[config.mk]
export PLATFORM = sky130hd
export DESIGN_NAME = dmem_arbiter
export DESIGN_NICKNAME = d
export VERILOG_FILES = /design/src/rtl/dmem_arb_pkg.sv /design/src/rtl/dmem_arb_rr_pick2.sv /design/src/rtl/dmem_arbiter.sv
export SDC_FILE = /design/constraint.sdc
export NUM_CORES = 1
export LEC_CHECK = 0
export BUFFER_PORTS_ARGS = -buffer_cell sky130_fd_sc_hd__buf_2
export CELL_PAD_IN_SITES_DETAIL_PLACEMENT = 0
export CELL_PAD_IN_SITES_GLOBAL_PLACEMENT = 2
export CORE_UTILIZATION = 28
export CTS_CLUSTER_SIZE = 30
export DETAILED_ROUTE_END_ITERATION = 8
export GPL_ROUTABILITY_DRIVEN = 0
export GPL_TIMING_DRIVEN = 0
export PLACE_DENSITY_LB_ADDON = 0.1
export SETUP_SLACK_MARGIN = 0.02
export SYNTH_ARGS = -nofsm -noshare
export SYNTH_HDL_FRONTEND = slang
export SYNTH_HIERARCHICAL = 1
export SYNTH_SLANG_ARGS = --single-unit
[constraint.sdc]
create_clock -name clk -period 2.2 [get_ports clk]
set_input_delay 0.11 -clock clk [delete_from_list [all_inputs] [get_ports clk]]
set_output_delay 0.11 -clock clk [all_outputs]
set_load 0.1 [all_outputs]
[src/rtl/dmem_arb_pkg.sv]
// Shared types and constants for the data-memory arbiter (dmem_arbiter, rr_pick2).
// Optional performance counters are enabled with DMEM_ARB_PERF_EN.
package dmem_arb_pkg;

    typedef enum logic [1:0] {
        IDLE  = 2'd0,
        ISSUE = 2'd1,
        WAIT  = 2'd2,
        RESP  = 2'd3
    } state_e;

    typedef enum logic {
        OWN_CORE = 1'b0,
        OWN_DBG  = 1'b1
    } owner_e;

    localparam int              CNT_W    = 4;
    localparam logic [CNT_W-1:0] CNT_ZERO = 4'd0;
    localparam logic [CNT_W-1:0] CNT_ONE  = 4'd1;

    // Value loaded into the wait counter so the WAIT phase lasts exactly lat cycles.
    function automatic logic [CNT_W-1:0] lat_load(input int lat);
        return CNT_W'(lat - 1);
    endfunction

    function automatic logic [31:0] sat_inc32(input logic [31:0] v);
        return (v == 32'hFFFF_FFFF) ? v : (v + 32'd1);
    endfunction

endpackage

[src/rtl/dmem_arb_rr_pick2.sv]
// Two-input round-robin selector: combinational pick plus the registered last owner.
// On a tie the requester that did not own the previous access wins.
module rr_pick2
    import dmem_arb_pkg::*;
(
    input  logic   clk_i,
    input  logic   rst_ni,
    input  logic   req_core_i,
    input  logic   req_dbg_i,
    input  logic   update_i,
    input  owner_e owner_i,
    output logic   valid_o,
    output owner_e pick_o
);

    owner_e last_q;
    owner_e last_d;

    // Pick the requester; ties go to whoever is not last_q.
    always_comb begin
        valid_o = req_core_i | req_dbg_i;
        pick_o  = OWN_CORE;
        if (req_core_i && req_dbg_i) begin
            pick_o = (last_q == OWN_CORE) ? OWN_DBG : OWN_CORE;
        end else if (req_dbg_i) begin
            pick_o = OWN_DBG;
        end else begin
            pick_o = OWN_CORE;
        end
    end

    // Next value of the last-owner record.
    always_comb begin
        last_d = last_q;
        if (update_i) begin
            last_d = owner_i;
        end else begin
            last_d = last_q;
        end
    end

    // Last-owner register; resets to DBG so the core wins the first tie.
    always_ff @(posedge clk_i or negedge rst_ni) begin
        if (!rst_ni) begin
            last_q <= OWN_DBG;
        end else begin
            last_q <= last_d;
        end
    end

endmodule

[src/rtl/dmem_arbiter.sv]
// Arbitrates the single data-memory port between the core MEM stage and a debug/loader port.
// Define DMEM_ARB_PERF_EN to add saturating grant/conflict performance counters.
module dmem_arbiter
    import dmem_arb_pkg::*;
#(
    parameter int ADDR_W  = 32,
    parameter int DATA_W  = 32,
    parameter int MEM_LAT = 1
) (
    input  logic              clk,
    input  logic              reset,
    input  logic              core_req,
    input  logic              core_we,
    input  logic [ADDR_W-1:0] core_addr,
    input  logic [DATA_W-1:0] core_wdata,
    output logic              core_gnt,
    output logic              core_rvalid,
    output logic [DATA_W-1:0] core_rdata,
    input  logic              dbg_req,
    input  logic              dbg_we,
    input  logic [ADDR_W-1:0] dbg_addr,
    input  logic [DATA_W-1:0] dbg_wdata,
    output logic              dbg_gnt,
    output logic              dbg_rvalid,
    output logic [DATA_W-1:0] dbg_rdata,
    output logic              mem_en,
    output logic              mem_we,
    output logic [ADDR_W-1:0] mem_addr,
    output logic [DATA_W-1:0] mem_wdata,
    input  logic [DATA_W-1:0] mem_rdata
`ifdef DMEM_ARB_PERF_EN
    ,
    output logic [31:0]       perf_core_cnt,
    output logic [31:0]       perf_dbg_cnt,
    output logic [31:0]       perf_conflict_cnt
`endif
);

    state_e             state_q,       state_d;
    owner_e             owner_q,       owner_d;
    logic [CNT_W-1:0]   cnt_q,         cnt_d;
    logic               mem_en_q,      mem_en_d;
    logic               mem_we_q,      mem_we_d;
    logic [ADDR_W-1:0]  mem_addr_q,    mem_addr_d;
    logic [DATA_W-1:0]  mem_wdata_q,   mem_wdata_d;
    logic               core_gnt_q,    core_gnt_d;
    logic               dbg_gnt_q,     dbg_gnt_d;
    logic               core_rvalid_q, core_rvalid_d;
    logic               dbg_rvalid_q,  dbg_rvalid_d;
    logic [DATA_W-1:0]  core_rdata_q,  core_rdata_d;
    logic [DATA_W-1:0]  dbg_rdata_q,   dbg_rdata_d;

    logic   pick_valid_s;
    owner_e pick_s;
    logic   issue_s;

    assign issue_s = (state_q == ISSUE);

    rr_pick2 u_pick (
        .clk_i      (clk),
        .rst_ni     (reset),
        .req_core_i (core_req),
        .req_dbg_i  (dbg_req),
        .update_i   (issue_s),
        .owner_i    (owner_q),
        .valid_o    (pick_valid_s),
        .pick_o     (pick_s)
    );

    // Access sequencer: strobes and grants are computed one state ahead so every output is a flop.
    always_comb begin
        state_d       = state_q;
        owner_d       = owner_q;
        cnt_d         = cnt_q;
        mem_en_d      = 1'b0;
        mem_we_d      = mem_we_q;
        mem_addr_d    = mem_addr_q;
        mem_wdata_d   = mem_wdata_q;
        core_gnt_d    = 1'b0;
        dbg_gnt_d     = 1'b0;
        core_rvalid_d = 1'b0;
        dbg_rvalid_d  = 1'b0;
        core_rdata_d  = core_rdata_q;
        dbg_rdata_d   = dbg_rdata_q;
        case (state_q)
            IDLE: begin
                if (pick_valid_s) begin
                    owner_d     = pick_s;
                    mem_en_d    = 1'b1;
                    mem_we_d    = (pick_s == OWN_CORE) ? core_we    : dbg_we;
                    mem_addr_d  = (pick_s == OWN_CORE) ? core_addr  : dbg_addr;
                    mem_wdata_d = (pick_s == OWN_CORE) ? core_wdata : dbg_wdata;
                    core_gnt_d  = (pick_s == OWN_CORE);
                    dbg_gnt_d   = (pick_s == OWN_DBG);
                    state_d     = ISSUE;
                end else begin
                    state_d     = IDLE;
                end
            end
            ISSUE: begin
                cnt_d   = lat_load(MEM_LAT);
                state_d = WAIT;
            end
            WAIT: begin
                if (cnt_q == CNT_ZERO) begin
                    // Writes complete on the same schedule but leave rdata untouched.
                    if (!mem_we_q && (owner_q == OWN_CORE)) begin
                        core_rdata_d = mem_rdata;
                    end else if (!mem_we_q) begin
                        dbg_rdata_d  = mem_rdata;
                    end else begin
                        core_rdata_d = core_rdata_q;
                    end
                    core_rvalid_d = (owner_q == OWN_CORE);
                    dbg_rvalid_d  = (owner_q == OWN_DBG);
                    state_d       = RESP;
                end else begin
                    cnt_d = cnt_q - CNT_ONE;
                end
            end
            RESP: begin
                state_d = IDLE;
            end
            default: begin
                state_d = IDLE;
            end
        endcase
    end

    // Sequencer and output registers; reset abandons any access in flight.
    always_ff @(posedge clk or negedge reset) begin
        if (!reset) begin
            state_q       <= IDLE;
            owner_q       <= OWN_CORE;
            cnt_q         <= CNT_ZERO;
            mem_en_q      <= 1'b0;
            mem_we_q      <= 1'b0;
            mem_addr_q    <= {ADDR_W{1'b0}};
            mem_wdata_q   <= {DATA_W{1'b0}};
            core_gnt_q    <= 1'b0;
            dbg_gnt_q     <= 1'b0;
            core_rvalid_q <= 1'b0;
            dbg_rvalid_q  <= 1'b0;
            core_rdata_q  <= {DATA_W{1'b0}};
            dbg_rdata_q   <= {DATA_W{1'b0}};
        end else begin
            state_q       <= state_d;
            owner_q       <= owner_d;
            cnt_q         <= cnt_d;
            mem_en_q      <= mem_en_d;
            mem_we_q      <= mem_we_d;
            mem_addr_q    <= mem_addr_d;
            mem_wdata_q   <= mem_wdata_d;
            core_gnt_q    <= core_gnt_d;
            dbg_gnt_q     <= dbg_gnt_d;
            core_rvalid_q <= core_rvalid_d;
            dbg_rvalid_q  <= dbg_rvalid_d;
            core_rdata_q  <= core_rdata_d;
            dbg_rdata_q   <= dbg_rdata_d;
        end
    end

    assign mem_en      = mem_en_q;
    assign mem_we      = mem_we_q;
    assign mem_addr    = mem_addr_q;
    assign mem_wdata   = mem_wdata_q;
    assign core_gnt    = core_gnt_q;
    assign dbg_gnt     = dbg_gnt_q;
    assign core_rvalid = core_rvalid_q;
    assign dbg_rvalid  = dbg_rvalid_q;
    assign core_rdata  = core_rdata_q;
    assign dbg_rdata   = dbg_rdata_q;

`ifdef DMEM_ARB_PERF_EN
    logic [31:0] perf_core_q, perf_core_d;
    logic [31:0] perf_dbg_q,  perf_dbg_d;
    logic [31:0] perf_conf_q, perf_conf_d;

    // Saturating counters: grants per owner and IDLE cycles with both requesters waiting.
    always_comb begin
        perf_core_d = perf_core_q;
        perf_dbg_d  = perf_dbg_q;
        perf_conf_d = perf_conf_q;
        if (issue_s && (owner_q == OWN_CORE)) begin
            perf_core_d = sat_inc32(perf_core_q);
        end else if (issue_s) begin
            perf_dbg_d  = sat_inc32(perf_dbg_q);
        end else begin
            perf_core_d = perf_core_q;
        end
        if ((state_q == IDLE) && core_req && dbg_req) begin
            perf_conf_d = sat_inc32(perf_conf_q);
        end else begin
            perf_conf_d = perf_conf_q;
        end
    end

    // Performance counter registers.
    always_ff @(posedge clk or negedge reset) begin
        if (!reset) begin
            perf_core_q <= 32'd0;
            perf_dbg_q  <= 32'd0;
            perf_conf_q <= 32'd0;
        end else begin
            perf_core_q <= perf_core_d;
            perf_dbg_q  <= perf_dbg_d;
            perf_conf_q <= perf_conf_d;
        end
    end

    assign perf_core_cnt     = perf_core_q;
    assign perf_dbg_cnt      = perf_dbg_q;
    assign perf_conflict_cnt = perf_conf_q;
`endif

endmodule

==> flow_summary.toml, run 1 <==
[floorplanning]
starting_density_of_the_core_pct = 28.5
area_of_the_die_sq_mm = 0.0228
pin_count = 300
horizontal_die_dimension_microns = 151
placeableCoreArea_sq_mm = 0.0218
fp_rows = 54
chipHeight_microns = 151

[sta]
drv_slew = 0
worst_clock_skew_ns = 0.00925
grt_setup_unrepaired = "false"
worst_slack_ns = 0.219
fin_worst_hold_slack_ns = 0.00689
worst_pin_slew_ns = 0.691
slew-limit-headroom_pct = 54.0
finalCriticalPeriod_ns = 1.98
timing.final.hold_violations = 0
report.final.setup_viol = 0
achievable-frequency_mhz = 505
min_period_over_period_pct = 90.1
timing.setup.tns_ns = 0

[finish]
layout.nets = 1067
final_core_utilization_pct = 44.8
drive_above_1_share_pct = 46.3
flow.area_growth_from_synthesis_pct = 56.9

[run]
drv_cap = 0

[clock_network]
cts_root_buffer = "clkbuf_16"
clk_pin_slew_worst_paths_ns = 0.06
numCtsBuffers = 17
clock_sink_count = 142
clock_tree.buffer_depth = 2
cts_tree = "built"
worst_skew_pair_latency_ns = 0.41
htreeDepth = 4

[route]
vias = 5188
detailed_routing_iteration_count_for_the_pre_antenna_repair_pass = 4
detail_route.drc_violations = 0
routed_wirelength_microns = 17500
drt_first_iter_violations = 140
antenna_violating_nets_post_route = 0
wl_per_cell_microns = 14.7
route.detailed.vias_per_inst = 4.36

[global_route]
grt_pass1_wl_microns = 26800
antenna_found_initial = 0
grt_usage_pct = 15.4
first_global_vias = 5281
largest_net_degree_at_the_start_of_global_routing = 74
global_route.overflow_total = 0

[setup_path]
worst-endpoint-arrival_ns = 2.26
reg2reg_slack_ns = 0.22
critical_path_class = "flop to flop"
worstSetupEndpointType = "flop"
critical_path.max_fanout = 10
r2r_end = "mem_we$_DFFE_PN0P_"
critical_path.reg2reg.startpoint = "u_pick/last_q$_DFFE_PN1P_"
setup.worst_path.end = "mem_we$_DFFE_PN0P_"
reg2reg_depth = 6
critPathRequiredTime_ns = 2.48
startpoint_class = "flop"
worst_setup_path_startpoint = "u_pick/last_q$_DFFE_PN1P_"

[logic_synthesis]
synth.cell_area_sq_mm = 0.00621
post_synth_edffs = 0
post_synth_main_area_contributors = "dfrtp_1 57%, mux2_4 15%, mux2i_1 11%, o21ai_0 5.3%, nand2_1 4.3%"
post-synth-top-count-cell = "dfrtp_1"
synth_top_area_share_pct = 56.8
syn-num-nets = 642
syn_avg_cell_area_sq_um = 13.2
synth-warning-count = 6
synthesis.instances = 472
synthArstFlopShare_pct = 100
postSynthRegisterBits = 142
synth_flop_cell = "dfrtp_1"
synth.cells.most_frequent = "141 x dfrtp_1, 71 x nand2_1, 66 x mux2i_1, 66 x o21ai_0, 61 x mux2_4"
yosys.cell_types.count = 34
netlist.top_cell.by_area = "dfrtp_1"
synth-seq-area-share_pct = 57.3

[min_path]
timing.hold.worst.class = "primary input to flop"
worst_hold_startpoint = "dbg_addr[1]"

[status]
status = "complete, no violations"

[placed_design]
io_buffers = 299
place_worst_setup_slack_ns = -0.0277
dp_hpwl_microns = 12900
## worst max-delay path, stage by stage, from the launching register on
cell and delay [ns]:
dfstp_2 0.37, a21boi_0 0.14, buf_2 0.18, buf_2 0.29, mux2i_1 0.24, dlygate4sd3_1 0.57, o21ai_0 0.07
## cells by family (layout without fill, tap and decap cells)
| kind of cell | Yosys count | after routing | synth area share [%] |
|---|---|---|---|
| buffers and inverters | 34 | 472 | 3.16 |
| adder cells (fa/ha/maj) | 4 | 4 | 0.806 |
| other | 0 | 1 | 0 |
| multiplexers | 132 | 132 | 26.3 |
| flip-flops | 142 | 142 | 57.3 |
| AND/OR/NAND/NOR | 87 | 87 | 6.35 |
| AO/OA/AOI/OAI | 73 | 73 | 6.13 |
## stage by stage
stage,std cells,instance area [sq um]
floorplan,472,6210
global placement,1051,8060
detailed placement,1052,8090
CTS,1190,9730
global route,1190,9740
finish,1191,9740
## how the worst min path moves through the flow
stage	to	slack, ns	depth (start not counted)
global route	mem_wdata[5]$_DFFE_PN0P_	0.006	3
detailed placement	core_rdata[8]$_DFFE_PN0P_	0.18	1
finish	mem_addr[1]$_DFFE_PN0P_	0.007	3
CTS	mem_addr[2]$_DFFE_PN0P_	0.00008	3
global placement	dbg_rdata[7]$_DFFE_PN0P_	0.36	2
floorplan	cnt_q[0]$_DFFE_PN0P_	-0.19	0
## cells in the final DEF, fill, tap and decap left out, types with 2 or more instances in the layout
cell,synthesis,routed
and3_1,2,2
buf_2,10,308
buf_6,6,8
bufinv_16,0,2
clkbuf_1,9,10
clkbuf_16,0,17
clkinv_2,0,3
clkinv_4,0,2
clkinvlp_4,0,4
dfrtp_1,141,141
dlygate4sd3_1,0,108
ha_1,4,4
inv_1,5,5
inv_6,0,2
mux2_2,5,5
mux2_4,61,61
mux2i_1,66,66
nand2_1,71,71
nor2_1,3,3
o21ai_0,66,66
## metal layers
layer,share of wire (%),up-vias,GRT usage [%]
li1,-,2491,-
met2,48,196,25.5
met3,7.7,21,5.30
met4,2.1,0,5.80
met1,42,2480,18.4
met5,0,-,0
## cell type report
| class | count | area (sq um) |
|---|---|---|
| multi-input combinational | 296 | 2460 |
| tap | 280 | 350 |
| sequential | 142 | 3550 |
| clock buffer | 19 | 433 |
| buffer | 27 | 170 |
| timing repair buffer | 408 | 2610 |
| inverter | 5 | 18.8 |
| fill | 2082 | 12000 |
| clock inverter | 13 | 140 |
| antenna | 1 | 2.50 |
## repair_timing
item | 4_1_cts | 5_1_grt
endpoints found under the setup margin | 15 | 3
gates resized for setup | 0 | 1
hold buffers | 107 | 1
buffers inserted | 0 | 0
endpoints found under the hold margin | 177 | 1
## sequential cells by signal, indices dropped and copies added (netlist names)
| signal | count |
|---|---|
| mem_wdata | 32 |
| dbg_gnt | 1 |
| mem_we | 1 |
| mem_en | 1 |
| mem_addr | 32 |
| dbg_rvalid | 1 |
| cnt_q | 4 |
| u_pick/last_q | 1 |
| owner_q | 1 |
| core_gnt | 1 |
| dbg_rdata | 32 |
| core_rdata | 32 |
| core_rvalid | 1 |
| state_q | 2 |
Power of run 1 is not shown: default switching activity piles up to over one toggle a cycle in this logic, so the estimate is an artifact.
==> run 2, diff against run 1 <==
CORE_MARGIN = 4   (was not set)
==> flow_summary.toml, run 2 (synthesis results as in run 1) <==
[status]
status = "complete, no violations"

[finish]
leading_cell_type_in_the_layout_fill_and_taps_excluded = "buf_2"
most-common-layout-cells = "308 x buf_2, 141 x dfrtp_1, 101 x dlygate4sd3_1"
filler_cell_count = 2055
flow.area_growth_from_synthesis_pct = 56.3
final_core_utilization_pct = 44.5
drive_above_1_share_pct = 46.7
layout.nets = 1061

[route]
m1WireLength_microns = 7530
routed.top_layer = "met5"
detailed_routing_iteration_count_for_the_pre_antenna_repair_pass = 4
vias = 5130
route.met2.wl_microns = 9060
wl_met3_microns = 1620
antenna_violating_nets_post_route = 0
route.detailed.vias_per_inst = 4.33
routed_wirelength_microns = 18500
wl_per_cell_microns = 15.6
drt_first_iter_violations = 201
detail_route.drc_violations = 0

[sta]
achievable-frequency_mhz = 502
min_period_over_period_pct = 90.5
timing.final.hold_violations = 0
slew-limit-headroom_pct = 53.3
drv_slew = 0
worst_slack_ns = 0.209
finalCriticalPeriod_ns = 1.99
grt_setup_unrepaired = "false"
timing.setup.tns_ns = 0
worst_clock_skew_ns = 0.0102
worst_pin_slew_ns = 0.701
report.final.setup_viol = 0

[placed_design]
place_worst_setup_slack_ns = -0.0223
io_buffers = 299
dp_hpwl_microns = 13700

[global_route]
grt_usage_pct = 14.6
largest_net_degree_at_the_start_of_global_routing = 73
global_route.overflow_total = 0
antenna_found_initial = 2
first_global_vias = 5385
grt_pass1_wl_microns = 28500

[setup_path]
worstSetupEndpointType = "flop"
critical_path_class = "flop to flop"
timing.critical_path.mode_cell = "buf_2"
timing.critical_path.cells = "a21boi_0, buf_2, buf_2, mux2i_1, dlygate4sd3_1, o21ai_0"
worst-endpoint-arrival_ns = 2.27
cp_slowest_stage_delay_ns = 0.57
startpoint_class = "flop"
critical_path.max_fanout = 10
cp_slowest_cell = "dlygate4sd3_1"
critPathRequiredTime_ns = 2.48

[clock_network]
htreeDepth = 4
numCtsBuffers = 17
clk_pin_slew_worst_paths_ns = 0.06
cts_root_buffer = "clkbuf_16"
cts_repair_resize_count = 0
worst_skew_pair_latency_ns = 0.41
cts_setup_buffers = 0
cts_tree = "built"
clock_sink_count = 142
clock_tree.buffer_depth = 2

[floorplanning]
placeableCoreArea_sq_mm = 0.0218
fp_rows = 54
pin_count = 300
area_of_the_die_sq_mm = 0.0246
chipHeight_microns = 157
starting_density_of_the_core_pct = 28.4
horizontal_die_dimension_microns = 157

[run]
drv_cap = 0

[min_path]
timing.hold.worst.class = "primary input to flop"
[run 2: changes by cell type in the layout (fill, tap and decap cells not counted), sizes merged]
cell,delta
buf,+1
bufinv,+1
clkinvlp,-3
dlygate4sd3,-7
clkinv,+1
[run 2: path summary, 6_finish.rpt]
kind	from	to	slack (ns)	cells past startpoint
max reg2reg	u_pick/last_q$_DFFE_PN1P_	mem_addr[8]$_DFFE_PN0P_	0.21	6
max	u_pick/last_q$_DFFE_PN1P_	mem_addr[8]$_DFFE_PN0P_	0.21	6
max in group asynchronous	reset	u_pick/last_q$_DFFE_PN1P_	1.10	3
min	dbg_wdata[6]	mem_wdata[6]$_DFFE_PN0P_	0.01	3
min in group asynchronous	reset	dbg_rdata[4]$_DFFE_PN0P_	0.26	2
min reg2reg	mem_wdata[21]$_DFFE_PN0P_	mem_wdata[21]$_DFFE_PN0P_	0.47	2
[run 2: through the flow]
stage / hold slack, ns / area, sq um / instances
global placement: 0.359 / 8060 / 1051
CTS: 0.000989 / 9690 / 1182
floorplan: -0.186 / 6210 / 472
detailed placement: 0.190 / 8090 / 1052
finish: 0.0128 / 9700 / 1184
global route: 0.000530 / 9700 / 1184
[run 2: routing by layer]
metal,global-route usage (%),vias to the layer above
met5,0,-
met4,4.55,2
li1,-,2477
met3,5.31,20
met1,17.4,2453
met2,24.8,178
[run 2: worst max-delay path, delay by kind of cell, from the launching register on]
| family | cells | cell delay (ns) |
|---|---|---|
| mux | 1 | 0.22 |
| buf+inv | 3 | 1.04 |
| flops | 1 | 0.37 |
| compound gates | 2 | 0.23 |
[run 2: final cells by class]
class | count | area [sq um] | share of cell area (%)
Antenna cell | 1 | 2.50 | 0.0258
Buffer | 28 | 174 | 1.79
Clock buffer | 19 | 443 | 4.57
Clock inverter | 12 | 160 | 1.65
Inverter | 5 | 18.8 | 0.193
Multi-Input combinational cell | 296 | 2460 | 25.3
Sequential cell | 142 | 3550 | 36.6
Tap cell | 280 | 350 | 3.61
Timing Repair Buffer | 401 | 2540 | 26.2
[run 2: timing repair]
item                                    in CTS  in global routing
hold buffers                               100                  1
endpoints found under the hold margin      171                  1
endpoints found under the setup margin      28                  0
Power of run 2 is left out for the same reason.
==> run 3, diff against run 2 <==
CORE_ASPECT_RATIO = 0.5   (was not set)
MAX_ROUTING_LAYER = met4   (was not set)
==> flow_summary.toml, run 3 (synthesis results as in run 1) <==
[clock_network]
cts_tree = "built"
numCtsBuffers = 17
htreeDepth = 4
clock_tree.buffer_depth = 2
cts_root_buffer = "clkbuf_16"
clk_pin_slew_worst_paths_ns = 0.06
worst_skew_pair_latency_ns = 0.42
clock_sink_count = 142

[sta]
achievable-frequency_mhz = 495
min_period_over_period_pct = 91.8
report.final.setup_viol = 0
finalCriticalPeriod_ns = 2.02
timing.setup.tns_ns = 0
slew-limit-headroom_pct = 45.2
grt_setup_unrepaired = "true"
worst_clock_skew_ns = 0.00898
drv_slew = 0
worst_pin_slew_ns = 0.823
timing.final.hold_violations = 0

[setup_path]
worst-endpoint-arrival_ns = 2.31
timing.critical_path.cells = "a21boi_0, buf_2, clkbuf_4, mux2i_1, dlygate4sd3_1, o21ai_0"
cp_slowest_stage_delay_ns = 0.57
cp_slowest_cell = "dlygate4sd3_1"
worstSetupEndpointType = "flop"
startpoint_class = "flop"
reg2reg_depth = 6
r2r_end = "mem_wdata[30]$_DFFE_PN0P_"
critical_path_class = "flop to flop"
critical_path.max_fanout = 10
reg2reg_slack_ns = 0.18
critPathRequiredTime_ns = 2.49
critical_path.reg2reg.startpoint = "u_pick/last_q$_DFFE_PN1P_"

[min_path]
timing.hold.worst.class = "primary input to flop"
holdPathEnd = "mem_wdata[18]$_DFFE_PN0P_"
worst_hold_startpoint = "dbg_wdata[18]"
min_path_cells = 3

[finish]
drive_above_1_share_pct = 46.0
leading_cell_type_in_the_layout_fill_and_taps_excluded = "buf_2"
layout.nets = 1084
final_core_utilization_pct = 45.7
most-common-layout-cells = "305 x buf_2, 141 x dfrtp_1, 123 x dlygate4sd3_1"
filler_cell_count = 2109
flow.area_growth_from_synthesis_pct = 60.1

[global_route]
global_route.overflow_total = 0
grt_usage_pct = 16.1
largest_net_degree_at_the_start_of_global_routing = 85
antenna_found_initial = 1
grt_pass1_wl_microns = 30000
first_global_vias = 5447

[floorplanning]
pin_count = 300
starting_density_of_the_core_pct = 28.6
placeableCoreArea_sq_mm = 0.0217
area_of_the_die_sq_mm = 0.0248
chipHeight_microns = 113
horizontal_die_dimension_microns = 219
fp_rows = 38

[route]
detailed_routing_iteration_count_for_the_pre_antenna_repair_pass = 6
wl_per_cell_microns = 15.7
antenna_violating_nets_post_route = 0
routed_wirelength_microns = 19200
route.detailed.vias_per_inst = 4.18
vias = 5136
drt_first_iter_violations = 204
detail_route.drc_violations = 0

[run]
drv_cap = 0

[placed_design]
dp_hpwl_microns = 14100
io_buffers = 299

[status]
status = "complete, no violations"
## run 3: cell types whose count changed in the layout (fill, tap and decap cells not counted), sizes merged
cell,change
buf,-3
bufinv,-2
clkbuf,+4
clkinv,-3
clkinvlp,+3
dlygate4sd3,+22
inv,+3
## run 3: worst max-delay path by stage
stage / startpoint / endpoint / slack, ns / cells after the start
global placement: reset / core_rdata[5]$_DFFE_PN0P_ / -1.27 / 1
floorplan: mem_we$_DFFE_PN0P_ / dbg_rdata[10]$_DFFE_PN0P_ / 0.36 / 4
CTS: state_q[0]$_DFFE_PN0P_ / mem_addr[27]$_DFFE_PN0P_ / 0.06 / 7
global route: u_pick/last_q$_DFFE_PN1P_ / mem_addr[21]$_DFFE_PN0P_ / 0.02 / 6
finish: u_pick/last_q$_DFFE_PN1P_ / mem_wdata[30]$_DFFE_PN0P_ / 0.18 / 6
detailed placement: state_q[0]$_DFFE_PN0P_ / mem_wdata[23]$_DFFE_PN0P_ / -0.03 / 6
## run 3: repair_timing
item | CTS | global route
setup buffers | 0 | 0
setup endpoints to repair | 9 | 43
hold buffers | 123 | 0
hold endpoints to repair | 195 | 0
pin swaps | 0 | 0
gates resized for setup | 1 | 5
## run 3: final cells by class
class	instances	area [sq um]	area share, %
plain buffers	29	188	1.89
flip-flops and latches	142	3550	35.8
diodes	1	2.50	0.0252
clock inverters	13	126	1.27
well taps	300	375	3.78
inverters	5	18.8	0.189
repair buffers	423	2760	27.8
clock buffers	19	453	4.56
multi-input cells	296	2460	24.7
## run 3: through the flow
| step | cell area (sq um) | instances | worst slack (ns) | hold WS [ns] |
|---|---|---|---|---|
| floorplan | 6210 | 472 | 0.359 | -0.186 |
| global placement | 8080 | 1071 | -1.27 | 0.357 |
| detailed placement | 8110 | 1072 | -0.0320 | 0.243 |
| CTS | 9930 | 1227 | 0.0592 | 0.00153 |
| global route | 9940 | 1228 | 0.0192 | 0.00753 |
| finish | 9940 | 1228 | 0.180 | 0.00925 |
## run 3: critical path, delay by kind of cell (launching register included)
family                 cells  cell delay (ns)
buffers and inverters      3             1.03
flip-flops                 1             0.36
AO/OA/AOI/OAI              2             0.28
multiplexers               1             0.22
## run 3: metal layers
layer | routed length [microns] | GRT usage, %
met5 | 0 | -
met4 | 442 | 5.89
met3 | 1070 | 4.35
met2 | 9280 | 25.3
met1 | 8430 | 20.1
Power of run 3 is left out for the same reason.
